**config.mk**
```make
export PLATFORM = sky130hd
export DESIGN_NAME = tri_setup
export DESIGN_NICKNAME = d
export VERILOG_FILES = /design/src/rtl/gpu_pkg.sv /design/src/rtl/tri_setup_mac.sv /design/src/rtl/tri_setup.sv
export SDC_FILE = /design/constraint.sdc
export NUM_CORES = 2
export LEC_CHECK = 0
export CAP_MARGIN = 20
export CORE_MARGIN = 3
export CORE_UTILIZATION = 65
export CTS_BUF_LIST = sky130_fd_sc_hd__clkbuf_4 sky130_fd_sc_hd__clkbuf_8
export DETAILED_ROUTE_END_ITERATION = 12
export PLACE_DENSITY = 0.95
export SYNTH_ARGS = -nofsm -noshare
export SYNTH_HDL_FRONTEND = slang
export SYNTH_HIERARCHICAL = 1
export SYNTH_SLANG_ARGS = --single-unit
```
**constraint.sdc**
```tcl
create_clock -name clk -period 28 [get_ports clk]
set_input_delay 7 -clock clk [delete_from_list [all_inputs] [get_ports clk]]
set_output_delay 7 -clock clk [all_outputs]
set_load 0.005 [all_outputs]
```
**src/rtl/gpu_pkg.sv**
```systemverilog
// gpu_pkg: shared widths, coordinate/product types and setup FSM encoding for the triangle setup unit.
package gpu_pkg;
    localparam int DEF_COORD_WIDTH = 16;
    localparam int DEF_COLOR_WIDTH = 16;
    typedef logic signed [DEF_COORD_WIDTH-1:0]   coord_t;
    typedef logic signed [2*DEF_COORD_WIDTH-1:0] mul_res_t;
    typedef enum logic [1:0] {IDLE, CALC, SUM, OUT} setup_state_e;
    typedef enum logic {MAC_LOAD, MAC_SUB} mac_op_e;
endpackage

```
**src/rtl/tri_setup_mac.sv**
```systemverilog
// tri_setup_mac: shared signed W x W multiplier that either loads the product or subtracts it from an accumulator.
module tri_setup_mac import gpu_pkg::*; #(
    parameter int W = DEF_COORD_WIDTH
) (
    input  logic signed [W-1:0]   mul_a_i,
    input  logic signed [W-1:0]   mul_b_i,
    input  logic signed [2*W-1:0] acc_i,
    input  mac_op_e               op_i,
    output logic signed [2*W-1:0] res_o
);
    logic signed [2*W-1:0] prod;
    assign prod  = (2*W)'(mul_a_i) * (2*W)'(mul_b_i);
    assign res_o = op_i == MAC_SUB ? acc_i - prod : prod;
endmodule

```
**src/rtl/tri_setup.sv**
```systemverilog
// tri_setup: turns three screen-space vertices into edge-function coefficients {a_i, b_i, c_i},
// sharing one multiplier over six cycles per triangle.
module tri_setup import gpu_pkg::*; #(
    parameter int COORD_WIDTH = DEF_COORD_WIDTH,
    parameter int COLOR_WIDTH = DEF_COLOR_WIDTH
) (
    input  logic                            clk,
    input  logic                            rst_n,
    input  logic                            in_valid,
    output logic                            in_ready,
    input  logic signed [COORD_WIDTH-1:0]   vx [3],
    input  logic signed [COORD_WIDTH-1:0]   vy [3],
    input  logic [COLOR_WIDTH-1:0]          color_in,
    output logic                            out_valid,
    input  logic                            out_ready,
    output logic signed [COORD_WIDTH-1:0]   bound_coefs [3][2],
    output logic signed [2*COORD_WIDTH-1:0] bound_const [3],
    output logic [COLOR_WIDTH-1:0]          color_out,
    output logic                            degenerate
);
    localparam int W = COORD_WIDTH;
    setup_state_e          state_q, state_d;
    logic [2:0]            step_q, step_d;
    logic signed [W-1:0]   vx_q [3];
    logic signed [W-1:0]   vy_q [3];
    logic signed [W-1:0]   coef_q [3][2];
    logic signed [2*W-1:0] const_q [3];
    logic [COLOR_WIDTH-1:0] color_q;
    logic                  degen_q;
    logic                  accept;
    logic [1:0]            e, j;
    logic signed [W-1:0]   mul_a, mul_b;
    logic signed [2*W-1:0] mac_res, csum;
    mac_op_e               op;

    assign in_ready  = state_q == IDLE;
    assign out_valid = state_q == OUT;
    assign accept    = in_valid && in_ready;

    always_comb begin
        state_d = state_q;
        step_d  = step_q;
        case (state_q)
            IDLE: if (in_valid) begin
                state_d = CALC;
                step_d  = '0;
            end
            CALC: begin
                step_d  = step_q + 3'd1;
                state_d = step_q == 3'd5 ? SUM : CALC;
            end
            SUM:     state_d = OUT;
            default: state_d = out_ready ? IDLE : OUT;
        endcase
    end

    always_ff @(posedge clk or negedge rst_n) begin
        if (!rst_n) begin
            state_q <= IDLE;
            step_q  <= '0;
        end else begin
            state_q <= state_d;
            step_q  <= step_d;
        end
    end

    // Step k works on edge k/2: even steps load vx[e]*vy[j], odd steps subtract vx[j]*vy[e].
    assign e     = step_q[2:1];
    assign j     = e == 2'd2 ? 2'd0 : e + 2'd1;
    assign op    = step_q[0] ? MAC_SUB : MAC_LOAD;
    assign mul_a = step_q[0] ? vx_q[j] : vx_q[e];
    assign mul_b = step_q[0] ? vy_q[e] : vy_q[j];
    assign csum  = const_q[0] + const_q[1] + const_q[2];

    tri_setup_mac #(.W(W)) u_mac (
        .mul_a_i (mul_a),
        .mul_b_i (mul_b),
        .acc_i   (const_q[e]),
        .op_i    (op),
        .res_o   (mac_res)
    );

    always_ff @(posedge clk or negedge rst_n) begin
        if (!rst_n) begin
            for (int i = 0; i < 3; i++) begin
                vx_q[i]      <= '0;
                vy_q[i]      <= '0;
                coef_q[i][0] <= '0;
                coef_q[i][1] <= '0;
                const_q[i]   <= '0;
            end
            color_q <= '0;
            degen_q <= 1'b0;
        end else begin
            if (accept) begin
                for (int i = 0; i < 3; i++) begin
                    vx_q[i]      <= vx[i];
                    vy_q[i]      <= vy[i];
                    coef_q[i][0] <= vy[i] - vy[(i + 1) % 3];
                    coef_q[i][1] <= vx[(i + 1) % 3] - vx[i];
                end
                color_q <= color_in;
            end
            if (state_q == CALC)
                const_q[e] <= mac_res;
            if (state_q == SUM)
                degen_q <= csum == '0;
        end
    end

    assign bound_coefs = coef_q;
    assign bound_const = const_q;
    assign color_out   = color_q;
    assign degenerate  = degen_q;
endmodule

```
== Yosys cells after proc, flatten, opt, wreduce, memory -nomap -nowiden ==
Index checks and enable logic that the tools add are counted.
Storage, ports and cells
  word-level logic and storage cells: 77
  bits in latches: 0
  ROM bits: 0
  register bits after elaboration: 310
  output and inout port bits: 211
  input bits: 116
  memories kept: 0
  RAM bits: 0
Operators by class
  multipliers: 1
  shift-type cells: 0
  equal/unequal tests: 6
  $add $sub $neg: 11
  div/mod/pow operators: 0
  magnitude comparators: 3
  reductions and logical operators: 6
  bitwise logic cells: 2
  muxes and demuxes: 29
Operators with widths (number)
  2-to-1 mux 16 bit: 10
  binary-select mux 16 bit (select 2 bit): 4
  2-to-1 mux 32 bit: 4
  bitwise mux 96 bit: 1
  subtractor 16 bit: 6
  adder 32 bit: 2
  binary-select mux 32 bit (select 2 bit): 1
  demux 32 bit (select 2 bit): 1
  logical NOT 32 bit: 1
  multiplier 16 x 16 -> 32 bit: 1
  subtractor 32 bit: 1
  2-to-1 mux 2 bit: 4
  equality test 2 bit (second input constant): 3
  greater-or-equal comparator 3 bit (second input constant): 2
  NOT 2 -> 3 bit: 2
  case mux 2 bit (3 select lines): 1
  case mux 3 bit (2 select lines): 1
  adder 3 x 1 -> 3 bit (second input constant): 1
  equality test 3 bit (second input constant): 1
  less-than comparator 3 x 1 -> 1 bit (second input constant): 1
  2-to-1 mux 3 bit: 1
  adder 2 x 1 -> 2 bit (second input constant): 1
  equality test 2 x 1 -> 1 bit (second input constant): 1
  logical AND 1 bit: 2
  5 further kinds: 5

== Longest topological paths before layout ==
  depth in word-level cells: 11
  gate-level depth with buffers: 46
  depth with buffers taken out: 42

== Cells and area by module ==
The synthesis kept the hierarchy.
By module, submodules not included
  tri_setup: cells each 2182, seq. area each 7757.4 µm², area each 19844.0 µm², times used 1
  tri_setup_mac: cells each 1406, seq. area each 0.0 µm², area each 11965.2 µm², times used 1

== Worst setup path after synthesis ==
Ideal clock, no wire load.
  path type: reg-to-reg
  start: register step_q[0]
  end: register const_q, in the netlist bound_const[29]
  path buffers: 4
  cell stages (with the launch flop): 43
  clock period less this slack: 9763 ps
  library setup time: 125 ps
  data arrival time: 9638 ps
  slack: 18237 ps
  required time: 27875 ps
  path through: dfrtp_1 -> clkbuf_1 -> clkbuf_1 -> buf_1 -> mux2i_1 -> nand2_1 -> o21ai_0 -> o21ai_0 -> clkbuf_1 -> nand2_1 -> fa_1 -> inv_1 -> fa_1 -> inv_1 -> fa_1 -> inv_1 -> fa_1 -> fa_1 -> (+7 left out) -> a21oi_1 -> o21bai_1 -> a21oi_1 -> xor2_1 -> ha_1 -> a21o_1 -> a21oi_1 -> o21ai_0 -> a31o_1 -> o31a_1 -> o311ai_2 -> o221ai_1 -> o311a_2 -> a311oi_2 -> xor2_1 -> nand2_1 -> xor2_1 -> mux2_2
Between the ends
  longest elaborated chain between the ends: 5
  elaborated cells on any way between the ends: 7
  those cells by class: add/sub (1); mul (1); mux (5)
Ends and longest elaborated chain
  start: declaration: line tri_setup.sv:23  | logic [2:0] step_q, step_d;
  start signal: assignment: line tri_setup.sv:63  | step_q <= step_d;
  2-to-1 mux 16 bit (*): line tri_setup.sv:72  | assign mul_b = step_q[0] ? vy_q[e] : vy_q[j];
  named net mul_b[9]: line tri_setup.sv:32  | logic signed [W-1:0] mul_a, mul_b;
  multiplier 16 x 16 -> 32 bit (*): line tri_setup_mac.sv:12  | assign prod = (2*W)'(mul_a_i) * (2*W)'(mul_b_i);
  subtractor 32 bit: line tri_setup_mac.sv:13  | assign res_o = op_i == MAC_SUB ? acc_i - prod : prod;
  2-to-1 mux 32 bit (*): line tri_setup_mac.sv:13
  named net mac_res[29]: line tri_setup.sv:33  | logic signed [2*W-1:0] mac_res, csum;
  bitwise mux 96 bit (*): line tri_setup.sv:105  | const_q[e] <= mac_res;
  end signal: indexed assignment: line tri_setup.sv:105
  end: declaration: line tri_setup.sv:27  | logic signed [2*W-1:0] const_q [3];
Mark *: on every way through the listed nets, which the timed path passes. The rest lies on a longest branch.
A chain may end at the register's enable or synchronous reset.

== Final worst setup path ==
  start: register step_q[0]
  end: register const_q, in the netlist bound_const[61]
The elaborated chain is that of the path after synthesis.

==> metrics.log <==
INFO  metric run_status = finished, final reports clean
INFO  metric crit_slowest_cell = sky130_fd_sc_hd__o21ai_1
INFO  metric synth-edff-count = 0
INFO  metric ys_async_sr_fraction = 1.00
INFO  metric flow.area_growth_from_synthesis = 15.9%
INFO  metric hpwl = 69.2 mm
INFO  metric drc_marker_count_from_the_first_detailed_route_iteration = ~2500
INFO  metric post_cts_hold_buffers = 0
INFO  metric tritoncts = done
INFO  metric max-slew-margin-rel = 0.272
INFO  metric die_outline_width = 227 um
INFO  metric grt_start_max_net_pins = 131
INFO  metric drv.max_cap_violation_count = 0
INFO  metric synth_seq_area_share = 0.244
INFO  metric clock-skew-final = between 0.02 and 0.025 ns
INFO  metric final_net_count = ~4500
INFO  metric post-route-drc-count = 0
INFO  metric synthesis.area = 31800 um2
INFO  metric critical_path.startpoint = step_q[0]$_DFFE_PN0P_
INFO  metric grt_first_pass_wirelength = ~150 mm
INFO  metric hold_path.class = register to register
INFO  metric fin_cells = about 4500
INFO  metric r2r_end = bound_const[61]$_DFFE_PN0P_
INFO  metric antennaDiodeCount = 0
INFO  metric finalInstanceArea = 36900 um2
INFO  metric grt_remaining_overflow = 0
INFO  metric slew_viol_final = 0
INFO  metric netlist-cell-type-count = 96
INFO  metric yosysTopAreaCellShare = 0.244
INFO  metric critical_path_at = 11.26 ns
INFO  metric finalHoldViolations = 0
INFO  metric worst-slew-pin-transition = 1.09 ns
INFO  metric worst_ep_required_time = 28.53 ns
INFO  metric htreeDepth = 2
INFO  metric r2r_cells = 39
INFO  metric vias = 27890
INFO  metric netlist_top_cells_count = 601 x sky130_fd_sc_hd__nand2_1, 455 x sky130_fd_sc_hd__inv_1, 376 x sky130_fd_sc_hd__o21ai_0
INFO  metric max_stage_delay_on_crit_path = 0.85 ns
INFO  metric first_global_vias = 28942
INFO  metric placement.io_buffers = approximately 330
INFO  metric placed_cells = 4428
INFO  metric max_clock_freq = approximately 93 MHz
INFO  metric mappedNetlistNets = between 4000 and 5000
INFO  metric io_pins = 327
INFO  metric num_rows = 80
INFO  metric wl_per_cell = 20.2 um
INFO  metric critical_path.endpoint_type = register
INFO  metric worst_skew_pair.late_latency = 0.67 ns
INFO  metric crit_type = register to register
INFO  metric final_antenna_net_count = 0
INFO  metric clock_sinks = 310
INFO  metric fillerInstances = between 2000 and 3000
INFO  metric start_kind = register
INFO  metric post_synth.cell_area_avg = 8.87 um2
INFO  metric crit_path_max_fanout = 53
INFO  metric routabilityCongestion = 0.990
INFO  metric starting_density_of_the_core = 0.662
INFO  metric critical-path-top-cell-by-count = sky130_fd_sc_hd__fa_1
INFO  metric clkSlewWorstSetupHoldPaths = 0.06 ns
INFO  metric rrSetupSlack = 17.27 ns
INFO  metric worst_setup_path_endpoint = bound_const[61]$_DFFE_PN0P_
INFO  metric vias_per_cell = 6.16
INFO  metric cp_top_family = compound AO/OA/AOI/OAI gates
INFO  metric clockRootBuffer = sky130_fd_sc_hd__clkbuf_8
INFO  metric die_y = between 200 and 250 um
INFO  metric netlist.top_cell.by_area = sky130_fd_sc_hd__dfrtp_1
INFO  metric cts_resized = 0
INFO  metric final.hold.worst_slack = 0.484 ns
INFO  metric ys.flop_type = sky130_fd_sc_hd__dfrtp_1
INFO  metric drt_wl_total = 91.6 mm
INFO  metric yosys_register_bits = 310
INFO  metric timing.setup.tns = 0 ns
INFO  metric first_pass_iters = 8
INFO  metric die_ar = between 50000 and 60000 um2
INFO  metric setup-violations-final = 0
INFO  metric grt.total_usage = 0.356
INFO  metric synth.top_cells.by_area = sky130_fd_sc_hd__dfrtp_1 24%, sky130_fd_sc_hd__fa_1 19%, sky130_fd_sc_hd__ha_1 8.9%
INFO  metric post-cts-setup-buffer-count = 0
INFO  metric final_min_period_over_clock_period = 0.383
INFO  metric design.core.area = 48000 um2
INFO  metric yosysMostFrequentCell = sky130_fd_sc_hd__nand2_1
INFO  metric synth_warnings = 6
INFO  metric rsz_0062_raised_after_global_routing = false
INFO  metric cp_num_cells = 39
INFO  metric r2r-start = step_q[0]$_DFFE_PN0P_
INFO  metric path_buf_inv = 6
INFO  metric syn-instance-count = about 3600
INFO  metric post-route-min-period = 10.73 ns
INFO  metric placed_area = 35600 um2
INFO  metric clock_tree.buffer_depth = 3
INFO  metric cts_made_buffers = 53
INFO  metric post_route_cells_drive_above_1_share = 0.0812
INFO  metric antenna_found_initial = 0
==> per-stage QoR <==
stage	util	setup WS, ns
floorplan	-	18.24
global placement	0.742	17.01
detailed placement	0.742	16.55
CTS	0.766	16.51
global route	0.768	16.65
finish	0.768	17.27
==> registers in the layout (all words and copies together), names as in the netlist <==
register	cells
degenerate	1
state_q	2
bound_coefs	96
vx_q	48
color_out	16
vy_q	48
bound_const	96
step_q	3
==> per-layer routing <==
| metal | wire [um] | part of all wire | up-vias | global-route usage |
|---|---|---|---|---|
| li1 | - | - | 12411 | - |
| met1 | 34700 | 0.38 | 13526 | 0.444 |
| met2 | 42900 | 0.47 | 1557 | 0.595 |
| met3 | 9070 | 0.099 | 396 | 0.0825 |
| met4 | 4890 | 0.053 | 0 | 0.165 |
| met5 | 0 | 0 | - | 0 |
==> area by class of cell <==
cell class / instances / area [um2] / area share
timing repair buffer: 375 / 3660 / 0.0992
tap: 615 / 769 / 0.0209
clock buffer: 80 / 1000 / 0.0271
sequential: 310 / 7760 / 0.211
multi-input combinational: 2675 / 21800 / 0.591
clock inverter: 17 / 186 / 0.00506
inverter: 457 / 1720 / 0.0466
==> worst min-delay path by stage <==
stage                                     start                          end  slack [ns]  cells after the start
floorplan                  vy_q[31]$_DFFE_PN0P_         vy_q[31]$_DFFE_PN0P_        0.46                      2
global placement      color_out[13]$_DFFE_PN0P_    color_out[13]$_DFFE_PN0P_        0.46                      2
detailed placement  bound_coefs[88]$_DFFE_PN0P_  bound_coefs[88]$_DFFE_PN0P_        0.47                      2
CTS                   color_out[15]$_DFFE_PN0P_    color_out[15]$_DFFE_PN0P_        0.49                      2
global route           color_out[2]$_DFFE_PN0P_     color_out[2]$_DFFE_PN0P_        0.51                      2
finish                color_out[15]$_DFFE_PN0P_    color_out[15]$_DFFE_PN0P_        0.48                      2
==> placed cells by master, fill, tap and decap left out, types with 16 or more instances in the layout <==
cell                              instances
sky130_fd_sc_hd__clkbuf_8                64
sky130_fd_sc_hd__inv_1                  455
sky130_fd_sc_hd__nor2b_1                 21
sky130_fd_sc_hd__and3_1                  20
sky130_fd_sc_hd__xnor2_1                 92
sky130_fd_sc_hd__and2_1                 134
sky130_fd_sc_hd__nor3_1                  26
sky130_fd_sc_hd__a31oi_1                 21
sky130_fd_sc_hd__nand3_1                 32
sky130_fd_sc_hd__nand2b_1                26
sky130_fd_sc_hd__o21ai_1                 39
sky130_fd_sc_hd__buf_4                   47
sky130_fd_sc_hd__fa_1                   301
sky130_fd_sc_hd__ha_1                   227
sky130_fd_sc_hd__mux2_2                 105
sky130_fd_sc_hd__clkbuf_4                16
sky130_fd_sc_hd__mux2i_1                 70
sky130_fd_sc_hd__mux2_1                  26
sky130_fd_sc_hd__nor2_1                  84
sky130_fd_sc_hd__clkdlybuf4s50_1        325
sky130_fd_sc_hd__a21o_1                  52
sky130_fd_sc_hd__a21oi_1                131
sky130_fd_sc_hd__dfrtp_1                307
sky130_fd_sc_hd__a22o_1                  17
sky130_fd_sc_hd__xor2_1                  69
sky130_fd_sc_hd__o21ai_0                365
sky130_fd_sc_hd__nand2_1                600
==> worst min-delay path: stages (launching register included) <==
cell and delay, ns:
sky130_fd_sc_hd__dfrtp_1 0.35, sky130_fd_sc_hd__nand2_1 0.05, sky130_fd_sc_hd__nand2_1 0.05
==> kinds of logic after synthesis <==
family                   after synthesis  share of synthesized area
AO/OA/AOI/OAI                        764                      0.145
XOR/XNOR                             162                     0.0448
adder cells (fa/ha/maj)              529                      0.279
buffers and inverters                603                     0.0721
flip-flops                           310                      0.244
multiplexers                         201                     0.0684
AND/OR/NAND/NOR                     1019                      0.147
Power is left out: the tool's default activity adds up to more than one toggle a clock period on the data nets, which glitch-free logic cannot reach.
